### config.mk
export PLATFORM = sky130hd
export DESIGN_NAME = pipe_ctrl
export DESIGN_NICKNAME = d
export VERILOG_FILES = /design/src/rtl/pipe_ctrl_pkg.sv /design/src/rtl/hazard_detect.sv /design/src/rtl/pipe_ctrl.sv
export SDC_FILE = /design/constraint.sdc
export NUM_CORES = 1
export LEC_CHECK = 0
export ABC_AREA = 1
export CORE_MARGIN = 2
export CORE_UTILIZATION = 55
export DETAILED_ROUTE_END_ITERATION = 8
export PLACE_DENSITY = 0.9
export SLEW_MARGIN = 10
export SYNTH_ARGS = -nofsm -noshare
export SYNTH_HDL_FRONTEND = slang
export SYNTH_SLANG_ARGS = --single-unit
### constraint.sdc
create_clock -name clk -period 3.5 [get_ports clk]
set_input_delay 0.525 -clock clk [delete_from_list [all_inputs] [get_ports clk]]
set_output_delay 0.525 -clock clk [all_outputs]
set_load 0.005 [all_outputs]
### src/rtl/pipe_ctrl_pkg.sv
// Shared types and constants for the pipeline sequencing controller.
// Also imported by the hazard-detect unit reused in forwarding verification.
package pipe_ctrl_pkg;

    typedef enum logic {
        RUN,
        DROP
    } ctrl_state_t;

    localparam logic [4:0] REG_ZERO = 5'd0;

endpackage

### src/rtl/hazard_detect.sv
// Load-use hazard compare between the load in EX and the register reads in ID.
// Purely combinational so the forwarding-unit bench can reuse it.
module hazard_detect
    import pipe_ctrl_pkg::*;
(
    input  logic [4:0] id_rs1_addr,
    input  logic [4:0] id_rs2_addr,
    input  logic       id_use_rs1,
    input  logic       id_use_rs2,
    input  logic [4:0] ex_rd_addr,
    input  logic       ex_dm_oe,
    output logic       load_use
);

    logic rs1_hit;
    logic rs2_hit;

    assign rs1_hit  = id_use_rs1 && (id_rs1_addr == ex_rd_addr);
    assign rs2_hit  = id_use_rs2 && (id_rs2_addr == ex_rd_addr);

    // x0 is hardwired to zero, so a load targeting it never creates a hazard
    assign load_use = ex_dm_oe && (ex_rd_addr != REG_ZERO) && (rs1_hit || rs2_hit);

endmodule

### src/rtl/pipe_ctrl.sv
// Stall/flush sequencing for the 5-stage core, wrong-path fetch squashing,
// and saturating stall/flush performance counters.
module pipe_ctrl
    import pipe_ctrl_pkg::*;
#(
    parameter int CNT_W = 32
) (
    input  logic             clk,
    input  logic             rst,
    input  logic [4:0]       i_id_rs1_addr,
    input  logic [4:0]       i_id_rs2_addr,
    input  logic             i_id_use_rs1,
    input  logic             i_id_use_rs2,
    input  logic [4:0]       i_ex_rd_addr,
    input  logic             i_ex_DM_OE,
    input  logic             i_ex_redirect,
    input  logic             i_im_busy,
    input  logic             i_dm_busy,
    input  logic             i_im_outstanding,
    input  logic             i_im_rvalid,
    output logic             o_pc_stall,
    output logic             o_if_id_stall,
    output logic             o_if_id_flush,
    output logic             o_id_ex_stall,
    output logic             o_id_ex_flush,
    output logic             o_ex_mem_stall,
    output logic             o_mem_wb_stall,
    output logic             o_drop_fetch,
    output logic [CNT_W-1:0] o_stall_cycles,
    output logic [CNT_W-1:0] o_flush_count
);

    localparam logic [CNT_W-1:0] CNT_MAX = '1;

    ctrl_state_t state;
    logic        freeze;
    logic        load_use;
    logic        redirect_taken;

    hazard_detect u_hazard_detect (
        .id_rs1_addr (i_id_rs1_addr),
        .id_rs2_addr (i_id_rs2_addr),
        .id_use_rs1  (i_id_use_rs1),
        .id_use_rs2  (i_id_use_rs2),
        .ex_rd_addr  (i_ex_rd_addr),
        .ex_dm_oe    (i_ex_DM_OE),
        .load_use    (load_use)
    );

    assign freeze         = i_im_busy | i_dm_busy;
    assign redirect_taken = ~freeze & i_ex_redirect;

    // Priority: reset, memory freeze, redirect, load-use bubble
    always_comb begin
        o_pc_stall     = 1'b0;
        o_if_id_stall  = 1'b0;
        o_if_id_flush  = 1'b0;
        o_id_ex_stall  = 1'b0;
        o_id_ex_flush  = 1'b0;
        o_ex_mem_stall = 1'b0;
        o_mem_wb_stall = 1'b0;
        o_drop_fetch   = 1'b0;
        if (rst) begin
            o_if_id_flush = 1'b1;
            o_id_ex_flush = 1'b1;
        end else begin
            o_drop_fetch = (state == DROP) && i_im_rvalid;
            if (freeze) begin
                o_pc_stall     = 1'b1;
                o_if_id_stall  = 1'b1;
                o_id_ex_stall  = 1'b1;
                o_ex_mem_stall = 1'b1;
                o_mem_wb_stall = 1'b1;
            end else if (i_ex_redirect) begin
                o_if_id_flush = 1'b1;
                o_id_ex_flush = 1'b1;
            end else if (load_use) begin
                o_pc_stall    = 1'b1;
                o_if_id_stall = 1'b1;
                o_id_ex_flush = 1'b1;
            end
        end
    end

    // A response arriving with a fresh redirect belongs to the flushed IF/ID slot;
    // only a still-outstanding request makes the next response wrong-path
    always_ff @(posedge clk) begin
        if (rst) begin
            state <= RUN;
        end else begin
            case (state)
                RUN: begin
                    if (redirect_taken && i_im_outstanding) begin
                        state <= DROP;
                    end
                end
                DROP: begin
                    if (i_im_rvalid && !(redirect_taken && i_im_outstanding)) begin
                        state <= RUN;
                    end
                end
                default: state <= RUN;
            endcase
        end
    end

    always_ff @(posedge clk) begin
        if (rst) begin
            o_stall_cycles <= '0;
        end else if (o_pc_stall && (o_stall_cycles != CNT_MAX)) begin
            o_stall_cycles <= o_stall_cycles + 1'b1;
        end
    end

    always_ff @(posedge clk) begin
        if (rst) begin
            o_flush_count <= '0;
        end else if (redirect_taken && (o_flush_count != CNT_MAX)) begin
            o_flush_count <= o_flush_count + 1'b1;
        end
    end

endmodule

==> results.ini, run 1 <==
[routing]
routed_via_density = 5.57
drt_wl_total_microns = 12800
drtIter0Drc = 313
drc = 0
dr.pass1.iters = 5
via_count = 5133
wl_per_cell_microns = 13.9
drt.antenna.violating_nets = 0

[hold_path]
hp-class = reg -> reg

[cts]
cts-root-buf = clkbuf_8
clockBufferDepth = 2
cts_tree = built
cts_made_buffers = 9
post_cts_buffers = 0
worst_skew_pair.late_latency_ns = 0.35
cts_hold_buffers = 0
clock_sinks = 65
cts.reportedPaths.clkPinSlew_ns = 0.06
cts.htree.levels = 3
cts_resized = 0

[floorplan]
initial_core_util_pct = 56.9
rows = 32
pin_count = 97
coreArea_sq_um = 7730
die_y_microns = 93.4
die_x_microns = 93.4
dieArea_sq_um = 8730

[finish]
fin_area_sq_um = 5560
layout-drive-gt1-share_pct = 4.40
fillers = 668
finalNetCount = 841
area_growth_syn_to_layout_pct = 26.3
diodes = 0

[logic_synthesis]
synth_cell_types = 30
syn-cell-area_sq_um = 4400
synth_area_per_cell_sq_um = 6.02
yosys_warnings = 0
synth-seq-cells = 65
synth_nets = 758
seq_area_frac_synth_pct = 29.6
synthCells = 731

[place]
portBuffers = 96
place_area_sq_um = 5360
post-place-ws_ns = 0.678
dp_hpwl_microns = 9270
place_congestion = 0.937

[sta]
hold_viol_final = 0
worst_slack_ns = 0.661
setup_viol = 0
timing.slew.headroom_pct = 56.5
fin_crit_sh_pct = 81.1
skew_ns = 0.0132
period_minus_slack_ns = 2.84
finalSetupTns_ns = 0
worstMarginPinSlew_ns = 0.652
rsz0062_at_grt = no
slew_viol_final = 0
fmax_ghz = 0.352

[setup_path]
worst_setup_path_end_kind = output pin
worstSetupPathType = in -> out
worst_ep_required_time_ns = 2.97
path_depth = 10
r2r-start = o_stall_cycles[0]
path_cells = clkdlybuf4s50_1 > inv_1 > nand2_1 > nand2_1 > nor2_1 > nand3_1 > nand2_1 > nand2_1 > o31ai_1 > clkdlybuf4s50_1
arrival_ns = 2.31
crit_family = buffers and inverters
cp.buffers_inverters = 3
rr_worst_depth = 10
worst-path-max-fanout = 3
crit_start = i_ex_rd_addr[3]
r2r_setup_slack_ns = 0.96
start_kind = primary input
crit_slowest_cell = clkdlybuf4s50_1
cp_common_cell = nand2_1
cpPeakStageDelay_ns = 0.54
reg2reg_to = o_stall_cycles[9]
cp-endpoint = o_id_ex_flush

[grt]
grt-ovfl-total = 0
grt_first_pass_wirelength_microns = 21300
grt_pass1_vias = 4702
track_usage_pct = 30.1
antenna_found_initial = 0
grt_max_degree = 57

[job]
maxCapViolCount = 0

[outcome]
outcome = finished clean

[power]
p_leak_nw = 1.92
power_density_nw_per_um2 = 275
ir_worst_vdd_uv = 208

registers in the layout (all words and copies together) (netlist names):
register	count
o_flush_count	32
o_stall_cycles	32
state	1
cells by family after synthesis:
logic type	after synthesis	share of synthesized area, %
AND/OR/NAND/NOR	475	46.2
buffers and inverters	80	8.05
adder cells (fa/ha/maj)	2	0.569
flip-flops	65	29.6
AO/OA/AOI/OAI	73	8.45
XOR/XNOR	36	7.17
stage by stage:
step | hold WS (ns) | utilization, % | total power [mW] | instances
after global routing | 0.520 | 71.9 | 1.57 | 921
final | 0.493 | 71.9 | 1.53 | 921
after global placement | 0.452 | 69.4 | 0.894 | 905
after CTS | 0.478 | 71.9 | 1.52 | 921
after detailed placement | 0.469 | 69.4 | 0.897 | 905
after floorplan | 0.443 | - | 0.840 | 731
where the power goes:
group / internal, mW / total, mW / switching, mW
sequential: 0.743 / 0.749 / 0.00593
combinational: 0.0567 / 0.132 / 0.0758
clock: 0.346 / 0.645 / 0.299
total: 1.15 / 1.53 / 0.381
final cells by class:
cell class | instances | area (sq um) | share of cell area (%)
sequential | 65 | 1300 | 23.4
multi-input combinational | 586 | 2750 | 49.4
clock buffer | 11 | 141 | 2.54
clock inverter | 5 | 55.1 | 0.991
timing repair buffer | 101 | 993 | 17.9
inverter | 51 | 191 | 3.45
tap | 102 | 128 | 2.30
placed cells by master (no fill, tap or decap):
cell,instances
clkbuf_8,10
inv_2,1
nand2_1,272
clkinvlp_4,2
xnor2_1,12
nor3_2,1
nand3_1,13
bufinv_16,1
clkdlybuf4s50_1,95
o21ai_0,8
nor2_4,1
xor2_1,24
o21ai_1,1
nand3b_1,13
nor2_1,103
nand2_2,4
a31oi_1,1
buf_4,5
or2_2,1
inv_1,49
buf_2,1
nand4_1,41
o31ai_1,1
nor3b_1,1
nor3_1,16
clkinv_1,1
o21a_1,1
ha_1,2
nand3_2,3
clkbuf_1,1
nor2_2,4
and2_1,2
clkinv_2,2
dfxtp_1,65
a21oi_1,61
how the worst min path moves through the flow:
stage | startpoint | to | slack [ns] | depth (start not counted)
5_1_grt | state | state | 0.52 | 2
2_1_floorplan | state | state | 0.44 | 2
3_5_place_dp | state | state | 0.47 | 2
6_report | state | state | 0.49 | 2
3_3_place_gp | state | state | 0.45 | 2
4_1_cts | state | state | 0.48 | 2
Yosys cell counts, drive strengths merged:
master | number | area share (%)
and2 | 2 | 0.28
buf | 21 | 3.0
nand3 | 16 | 2.2
or2 | 1 | 0.14
nand2 | 276 | 24
xnor2 | 12 | 2.4
dfxtp | 65 | 30
o21a | 1 | 0.17
o21ai | 9 | 1.0
inv | 50 | 4.3
clkbuf | 8 | 0.68
a31oi | 1 | 0.14
xor2 | 24 | 4.8
nor3 | 17 | 2.0
o31ai | 1 | 0.17
nand3b | 13 | 2.2
nor3b | 1 | 0.17
a21oi | 61 | 6.9
clkinv | 1 | 0.085
nor2 | 108 | 9.6
ha | 2 | 0.57
nand4 | 41 | 5.8
metal layers:
metal / track usage, % / up-vias / wire, microns
li1: - / 2521 / -
met1: 39.4 / 2309 / 5600
met2: 48.4 / 255 / 5690
met3: 7.33 / 48 / 1120
met4: 10.2 / 0 / 368
met5: 0 / - / 0
worst register-to-register path, delay by kind of cell, from the launching register on:
| family | cells | cell delay [ns] |
|---|---|---|
| buffers and inverters | 1 | 0.24 |
| adder cells (fa/ha/maj) | 1 | 0.34 |
| flip-flops | 1 | 0.49 |
| AO/OA/AOI/OAI | 1 | 0.17 |
| AND/OR/NAND/NOR | 7 | 1.24 |
No activity file was read; power rests on OpenSTA's default activity.
==> inputs of run 2 (changes only) <==
--- a/config.mk
+++ b/config.mk
@@ -7,9 +7,9 @@
 export LEC_CHECK = 0
 export ABC_AREA = 1
 export CORE_MARGIN = 2
-export CORE_UTILIZATION = 55
+export CORE_UTILIZATION = 47
 export DETAILED_ROUTE_END_ITERATION = 8
-export PLACE_DENSITY = 0.9
+export PLACE_DENSITY = 0.82
 export SLEW_MARGIN = 10
 export SYNTH_ARGS = -nofsm -noshare
 export SYNTH_HDL_FRONTEND = slang
==> constraint.sdc (replaced) <==
create_clock -name clk -period 2.5 [get_ports clk]
set_input_delay 0.375 -clock clk [delete_from_list [all_inputs] [get_ports clk]]
set_output_delay 0.375 -clock clk [all_outputs]
set_load 0.005 [all_outputs]
==> run 2 against run 1 <==
Non-clock buffer count grew 7. Sequential share of layout area shrank 0.40 points. Core utilization shrank 10 points. Clock power grew 60%.
==> results.ini, run 2 (same netlist as run 1, synthesis figures left out) <==
[floorplan]
die_y_microns = 101  ; +7.8%
die_x_microns = 101  ; +7.8%
rows = 35  ; +9.4%
initial_core_util_pct = 48.1  ; -8.9 points
dieArea_sq_um = 10100  ; +16%
coreArea_sq_um = 9150  ; +18%
pin_count = 97  ; unchanged

[routing]
wl_per_cell_microns = 13.8  ; -0.78%
drc = 0  ; unchanged
drt.antenna.violating_nets = 0  ; unchanged
drtIter0Drc = 292  ; -6.7%
drt_wl_total_microns = 12900  ; +0.94%
routed_via_density = 5.39  ; -3.3%
via_count = 5051  ; -1.6%
dr.pass1.iters = 6  ; +1

[power]
ir_worst_vdd_uv = 304  ; +46%
power_density_nw_per_um2 = 403  ; +47%
power_mw = 2.28  ; +49%
p_leak_nw = 1.98  ; +3.0%

[grt]
grt-ovfl-total = 0  ; unchanged
antenna_found_initial = 0  ; unchanged
grt_pass1_vias = 4679  ; -0.49%
grt_first_pass_wirelength_microns = 21700  ; +1.5%
grt_max_degree = 38  ; -33%
track_usage_pct = 26.1  ; -4.0 points

[place]
post-place-ws_ns = -0.0614  ; -0.739 ns
placed_cells = 921  ; +1.8%
dp_hpwl_microns = 9780  ; +5.5%
place_area_sq_um = 5420  ; +1.2%
portBuffers = 96  ; unchanged
place_congestion = 0.963  ; +2.7%

[cts]
cts_hold_buffers = 0  ; unchanged
clock_sinks = 65  ; unchanged
cts.htree.levels = 3  ; unchanged
clockBufferDepth = 2  ; unchanged
worst_skew_pair.late_latency_ns = 0.34  ; about the same
cts_tree = built
cts-root-buf = clkbuf_8
cts.reportedPaths.clkPinSlew_ns = 0.08  ; +0.02 ns
cts_made_buffers = 9  ; unchanged

[finish]
largestRegisters = o_flush_count (32), o_stall_cycles (32), state (1)
fin_cells = 937  ; +1.7%
fin_area_sq_um = 5650  ; +1.7%
fillers = 865  ; +29%
final_common_cell = nand2_1
seq_area_sq_um = 1300  ; unchanged
finalNetCount = 848  ; +0.83%
diodes = 0  ; unchanged
multi_input_area_sq_um = 2750  ; +0.14%
utilization_pct = 61.8  ; -10 points
mostFrequentLayoutCells = 272 x nand2_1, 103 x nor2_1, 92 x clkdlybuf4s50_1
layout-drive-gt1-share_pct = 5.45  ; +1.1 points
area_growth_syn_to_layout_pct = 28.5

[outcome]
outcome = finished clean

[setup_path]
start_kind = primary input
reg2reg_to = o_stall_cycles[28]
r2r-start = o_stall_cycles[0]
worst-path-max-fanout = 4  ; +1
worst_ep_required_time_ns = 2.12  ; -0.85 ns
worstSetupPathType = in -> out
rr_worst_depth = 9  ; -1
arrival_ns = 1.96  ; -0.35 ns
r2r_setup_slack_ns = 0.29  ; -0.67 ns
worst_setup_path_end_kind = output pin

[hold_path]
hold-path-cell-count = 2  ; unchanged
min_to = o_flush_count[9]
hp-class = in -> reg
hold_start = rst

[sta]
fmax_ghz = 0.428
rsz0062_at_grt = no
finalSetupTns_ns = 0  ; unchanged
timing.slew.headroom_pct = 67.9  ; +11 points
slew_viol_final = 0  ; unchanged
hold_ws_ns = 0.394  ; -0.0986 ns
period_minus_slack_ns = 2.34
worst_slack_ns = 0.165  ; -0.497 ns
fin_crit_sh_pct = 93.4
worstMarginPinSlew_ns = 0.481  ; -0.171 ns
skew_ns = 0.0122  ; -0.00100 ns
setup_viol = 0  ; unchanged
hold_viol_final = 0  ; unchanged

[job]
maxCapViolCount = 0  ; unchanged

[run 2: power by group]
| group | total [mW] | leakage, nW | switching, mW | internal, mW |
|---|---|---|---|---|
| registers | 1.05 | 0.524 | 0.00899 | 1.04 |
| clock network | 1.03 | 0.115 | 0.417 | 0.613 |
| logic | 0.197 | 1.34 | 0.112 | 0.0844 |
| total | 2.28 | 1.98 | 0.538 | 1.74 |
[run 2: repair_timing]
item	in CTS	in global routing
setup buffers	0	0
resized for setup	4	0
setup endpoints to repair	3	0
[run 2: final cells by class]
type	instances	area share, %
Clock buffer	11	2.68
Clock inverter	5	1.37
Inverter	51	3.39
Multi-Input combinational cell	586	48.6
Sequential cell	65	23.0
Tap cell	111	2.46
Timing Repair Buffer	108	18.4
[run 2: per-layer routing]
layer | global-route usage [%] | part of all wire, %
met2 | 42.2 | 46
met4 | 8.64 | 1.6
met3 | 3.54 | 6.5
met1 | 35.9 | 46
met5 | 0 | 0
[run 2: worst max path at each step]
stage | slack, ns | startpoint | cells past startpoint | endpoint
after floorplan | 0.63 | i_dm_busy | 8 | o_pc_stall
after global placement | 0.01 | i_ex_rd_addr[0] | 10 | o_id_ex_flush
after detailed placement | -0.06 | i_ex_rd_addr[3] | 10 | o_id_ex_flush
after CTS | 0.15 | i_dm_busy | 7 | o_if_id_flush
after global routing | 0.07 | i_ex_rd_addr[3] | 10 | o_id_ex_flush
final | 0.16 | i_dm_busy | 7 | o_if_id_flush
[run 2: worst max-delay path: stages]
cell and delay, ns:
clkdlybuf4s50_1 0.44, nor2_1 0.28, nand2_1 0.10, inv_1 0.09, nor2_2 0.05, inv_1 0.10, clkdlybuf4s50_1 0.51
==> inputs of run 3 (changes only) <==
--- a/config.mk
+++ b/config.mk
@@ -5,11 +5,10 @@
 export SDC_FILE = /design/constraint.sdc
 export NUM_CORES = 1
 export LEC_CHECK = 0
-export ABC_AREA = 1
 export CORE_MARGIN = 2
-export CORE_UTILIZATION = 47
+export CORE_UTILIZATION = 44
 export DETAILED_ROUTE_END_ITERATION = 8
-export PLACE_DENSITY = 0.82
+export PLACE_DENSITY = 0.81
 export SLEW_MARGIN = 10
 export SYNTH_ARGS = -nofsm -noshare
 export SYNTH_HDL_FRONTEND = slang
==> run 3 against run 2 <==
Clock power is 13% lower. Critical path depth shrank 1. Die area decreased by 12%. Clock-buffer cell count fell by 1. Sequential power hardly changed. Critical path type unchanged. Largest cell class unchanged.
==> results.ini, run 3 <==
[outcome]
outcome = finished clean

[finish]
largestRegisters = o_flush_count (32), o_stall_cycles (32), state (1)
area_growth_syn_to_layout_pct = 38.5
utilization_pct = 63.8  ; +2.1 points
layout-drive-gt1-share_pct = 11.9  ; +6.4 points
diodes = 0  ; unchanged
multi_input_area_sq_um = 2170  ; -21%
seq_area_sq_um = 1300  ; unchanged
mostFrequentLayoutCells = 87 x clkdlybuf4s50_1, 65 x dfxtp_1, 50 x nor2_1
fillers = 682  ; -21%
final_common_cell = clkdlybuf4s50_1
finalNetCount = 570  ; -33%

[cts]
cts_made_buffers = 9  ; unchanged
clock_sinks = 65  ; unchanged
worst_skew_pair.late_latency_ns = 0.34  ; about the same
clockBufferDepth = 2  ; unchanged
cts.htree.levels = 3  ; unchanged
cts.reportedPaths.clkPinSlew_ns = 0.08  ; about the same
cts_tree = built
cts-root-buf = clkbuf_8

[logic_synthesis]
yosys_warnings = 0  ; unchanged
async_reset_ff_share_pct = 0  ; unchanged
synth-simple-area-share_pct = 33.2  ; -13 points
synth.most_common_cell = dfxtp_1
synth_largest_area_cell = dfxtp_1
syn-cell-area_sq_um = 3600  ; -18%
seq_area_frac_synth_pct = 36.2  ; +6.6 points
synthXorXnorAreaFrac_pct = 8.28  ; +1.1 points
synthMuxAreaShare_pct = 4.35  ; +4.3 points
synth-seq-cells = 65  ; unchanged
ys.flop_type = dfxtp_1
ys_top_cells_by_count = 65 x dfxtp_1, 50 x nor2_1, 32 x nand2_1
synthTopCellsByArea = dfxtp_1 36%, xnor2_1 7.5%, nor2_1 5.2%
synthAdderAreaFrac_pct = 0.696  ; +0.13 points
synth_area_per_cell_sq_um = 8.25  ; +37%
synth_edf_count = 0  ; unchanged
synth_top_family_by_area = simple AND/OR/NAND/NOR gates
synth_nets = 463  ; -39%
synthCells = 436  ; -40%
synth_compound_area_share_pct = 12.8  ; +4.4 points
synth_top_area_share_pct = 36.2  ; +6.6 points
synth_cell_types = 56  ; +87%

[place]
dp_hpwl_microns = 7310  ; -25%
portBuffers = 96  ; unchanged
place_congestion = 0.845  ; -12%

[power]
ir_worst_vdd_uv = 297  ; -2.3%
p_switching_mw = 0.508  ; -5.7%
power_density_nw_per_um2 = 424  ; +5.3%
p_leak_nw = 1.63  ; -18%
p_int_mw = 1.61  ; -7.6%
combPwrFrac_pct = 8.1  ; -0.5 points
power_mw = 2.11  ; -7.2%
clock_power_share_pct = 42.5  ; -2.8 points
swShare_pct = 24.0  ; +0.37 points
power_frac_seq_pct = 49.4  ; +3.3 points

[floorplan]
pin_count = 97  ; unchanged
die_y_microns = 94.4  ; -6.3%
initial_core_util_pct = 46.1  ; -2.0 points
rows = 32  ; -8.6%
coreArea_sq_um = 7810  ; -15%
dieArea_sq_um = 8920  ; -12%
die_x_microns = 94.4  ; -6.3%

[routing]
drc = 0  ; unchanged
wl_per_cell_microns = 15.5  ; +13%
drt.antenna.violating_nets = 0  ; unchanged
routed_via_density = 5.70  ; +5.8%
via_count = 3702  ; -27%
dr.pass1.iters = 4  ; -2
drtIter0Drc = 157  ; -46%
drt_wl_total_microns = 10100  ; -22%

[setup_path]
cp_common_cell = dlygate4sd2_1
arrival_ns = 2.05  ; +0.09 ns
crit_family = buffers and inverters
worst-path-max-fanout = 3  ; -1
cpPeakStageDelay_ns = 0.53  ; +0.02 ns
worst_ep_required_time_ns = 2.12  ; about the same
path_cells = dlygate4sd2_1 > or4_1 > o21a_1 > buf_4 > a31o_2 > dlygate4sd2_1
start_kind = primary input
cp.buffers_inverters = 3  ; -1
worstSetupPathType = in -> out
crit_slowest_cell = or4_1
r2r_setup_slack_ns = 0.14  ; -0.15 ns
worst_setup_path_end_kind = output pin

[grt]
grt_pass1_vias = 3403  ; -27%
grt-ovfl-total = 0  ; unchanged
track_usage_pct = 22.2  ; -3.9 points
grt_max_degree = 39  ; +2.6%
antenna_found_initial = 0  ; unchanged
grt_first_pass_wirelength_microns = 15800  ; -27%

[job]
maxCapViolCount = 0  ; unchanged

[sta]
fmax_ghz = 0.412  ; -3.7%
setup_viol = 0  ; unchanged
timing.slew.headroom_pct = 72.8  ; +4.9 points
skew_ns = 0.0117  ; -0.000519 ns
fin_crit_sh_pct = 97.0  ; +3.6 points
worstMarginPinSlew_ns = 0.408  ; -0.0738 ns
period_minus_slack_ns = 2.43  ; +0.0897 ns
hold_viol_final = 0  ; unchanged
slew_viol_final = 0  ; unchanged

[hold_path]
hp-class = in -> reg

## run 3: changes by cell type after synthesis, sizes merged, moves of 11 or more
cell    change
nor2       -58
a21oi      -30
xor2       -21
nand2     -244
inv        -42
nand3b     -11
or3        +12
nand4      -19
mux2       +11
xnor2      +19
## run 3: layout make-up
type / count / area share [%]
Inverter: 8 / 0.603
Clock buffer: 10 / 2.76
Sequential cell: 65 / 26.1
Multi-Input combinational cell: 337 / 43.6
Timing Repair Buffer: 122 / 23.2
Tap cell: 102 / 2.56
Clock inverter: 5 / 1.13
## run 3: worst register-to-register path, delay by kind of cell, from the launching register on
family | cells | cell delay (ns)
mux | 1 | 0.30
compound gates | 1 | 0.12
simple gates | 4 | 1.33
flops | 1 | 0.48
## run 3: layer usage
| metal | up-vias | GRT usage (%) | part of all wire [%] |
|---|---|---|---|
| met3 | 14 | 5.35 | 6.5 |
| met2 | 127 | 36.8 | 47 |
| met5 | - | 0 | 0 |
| li1 | 1801 | - | - |
| met4 | 0 | 8.33 | 1.9 |
| met1 | 1760 | 28.0 | 44 |
## run 3: path summary, 6_finish.rpt
kind                            from                  to  cells past startpoint
setup reg to reg  o_stall_cycles[16]  o_stall_cycles[15]                      6
hold / removal                   rst   o_stall_cycles[6]                      3
hold reg to reg   o_stall_cycles[27]  o_stall_cycles[27]                      2
setup / recovery     i_ex_rd_addr[1]       o_id_ex_flush                      6
## run 3: logic make-up (layout without fill, tap and decap cells)
group,after synthesis,in the layout
adder cells (fa/ha/maj),2,2
buffers and inverters,34,145
XOR/XNOR,34,34
flip-flops,65,65
multiplexers,12,12
AO/OA/AOI/OAI,71,71
AND/OR/NAND/NOR,218,218
## run 3: through the flow
step | cells | hold WS, ns | instance area (sq um) | TNS, ns | worst slack [ns]
6_report | 649 | 0.485 | 4980 | 0 | 0.0748
3_5_place_dp | 634 | 0.494 | 4770 | -6.66 | -0.331
5_1_grt | 649 | 0.487 | 4980 | -0.0665 | -0.0338
2_1_floorplan | 436 | 0.477 | 3600 | 0 | 0.332
4_1_cts | 649 | 0.469 | 4970 | 0 | 0.0437
3_3_place_gp | 634 | 0.478 | 4770 | -5.96 | -0.302
## run 3: repair_timing
item / 4_1_cts / 5_1_grt
gates resized for setup: 9 / 3
pin swaps: 2 / 4
setup endpoints to repair: 3 / 9
setup buffers: 0 / 0
hold buffers: 0 / 0
## run 3: power groups by stage
stage	registers [mW]	logic, mW	clock network, mW
floorplan	1.07	0.0773	0
global placement	1.07	0.166	0
detailed placement	1.07	0.170	0
CTS	1.04	0.168	0.912
global route	1.04	0.185	0.960
finish	1.04	0.170	0.899
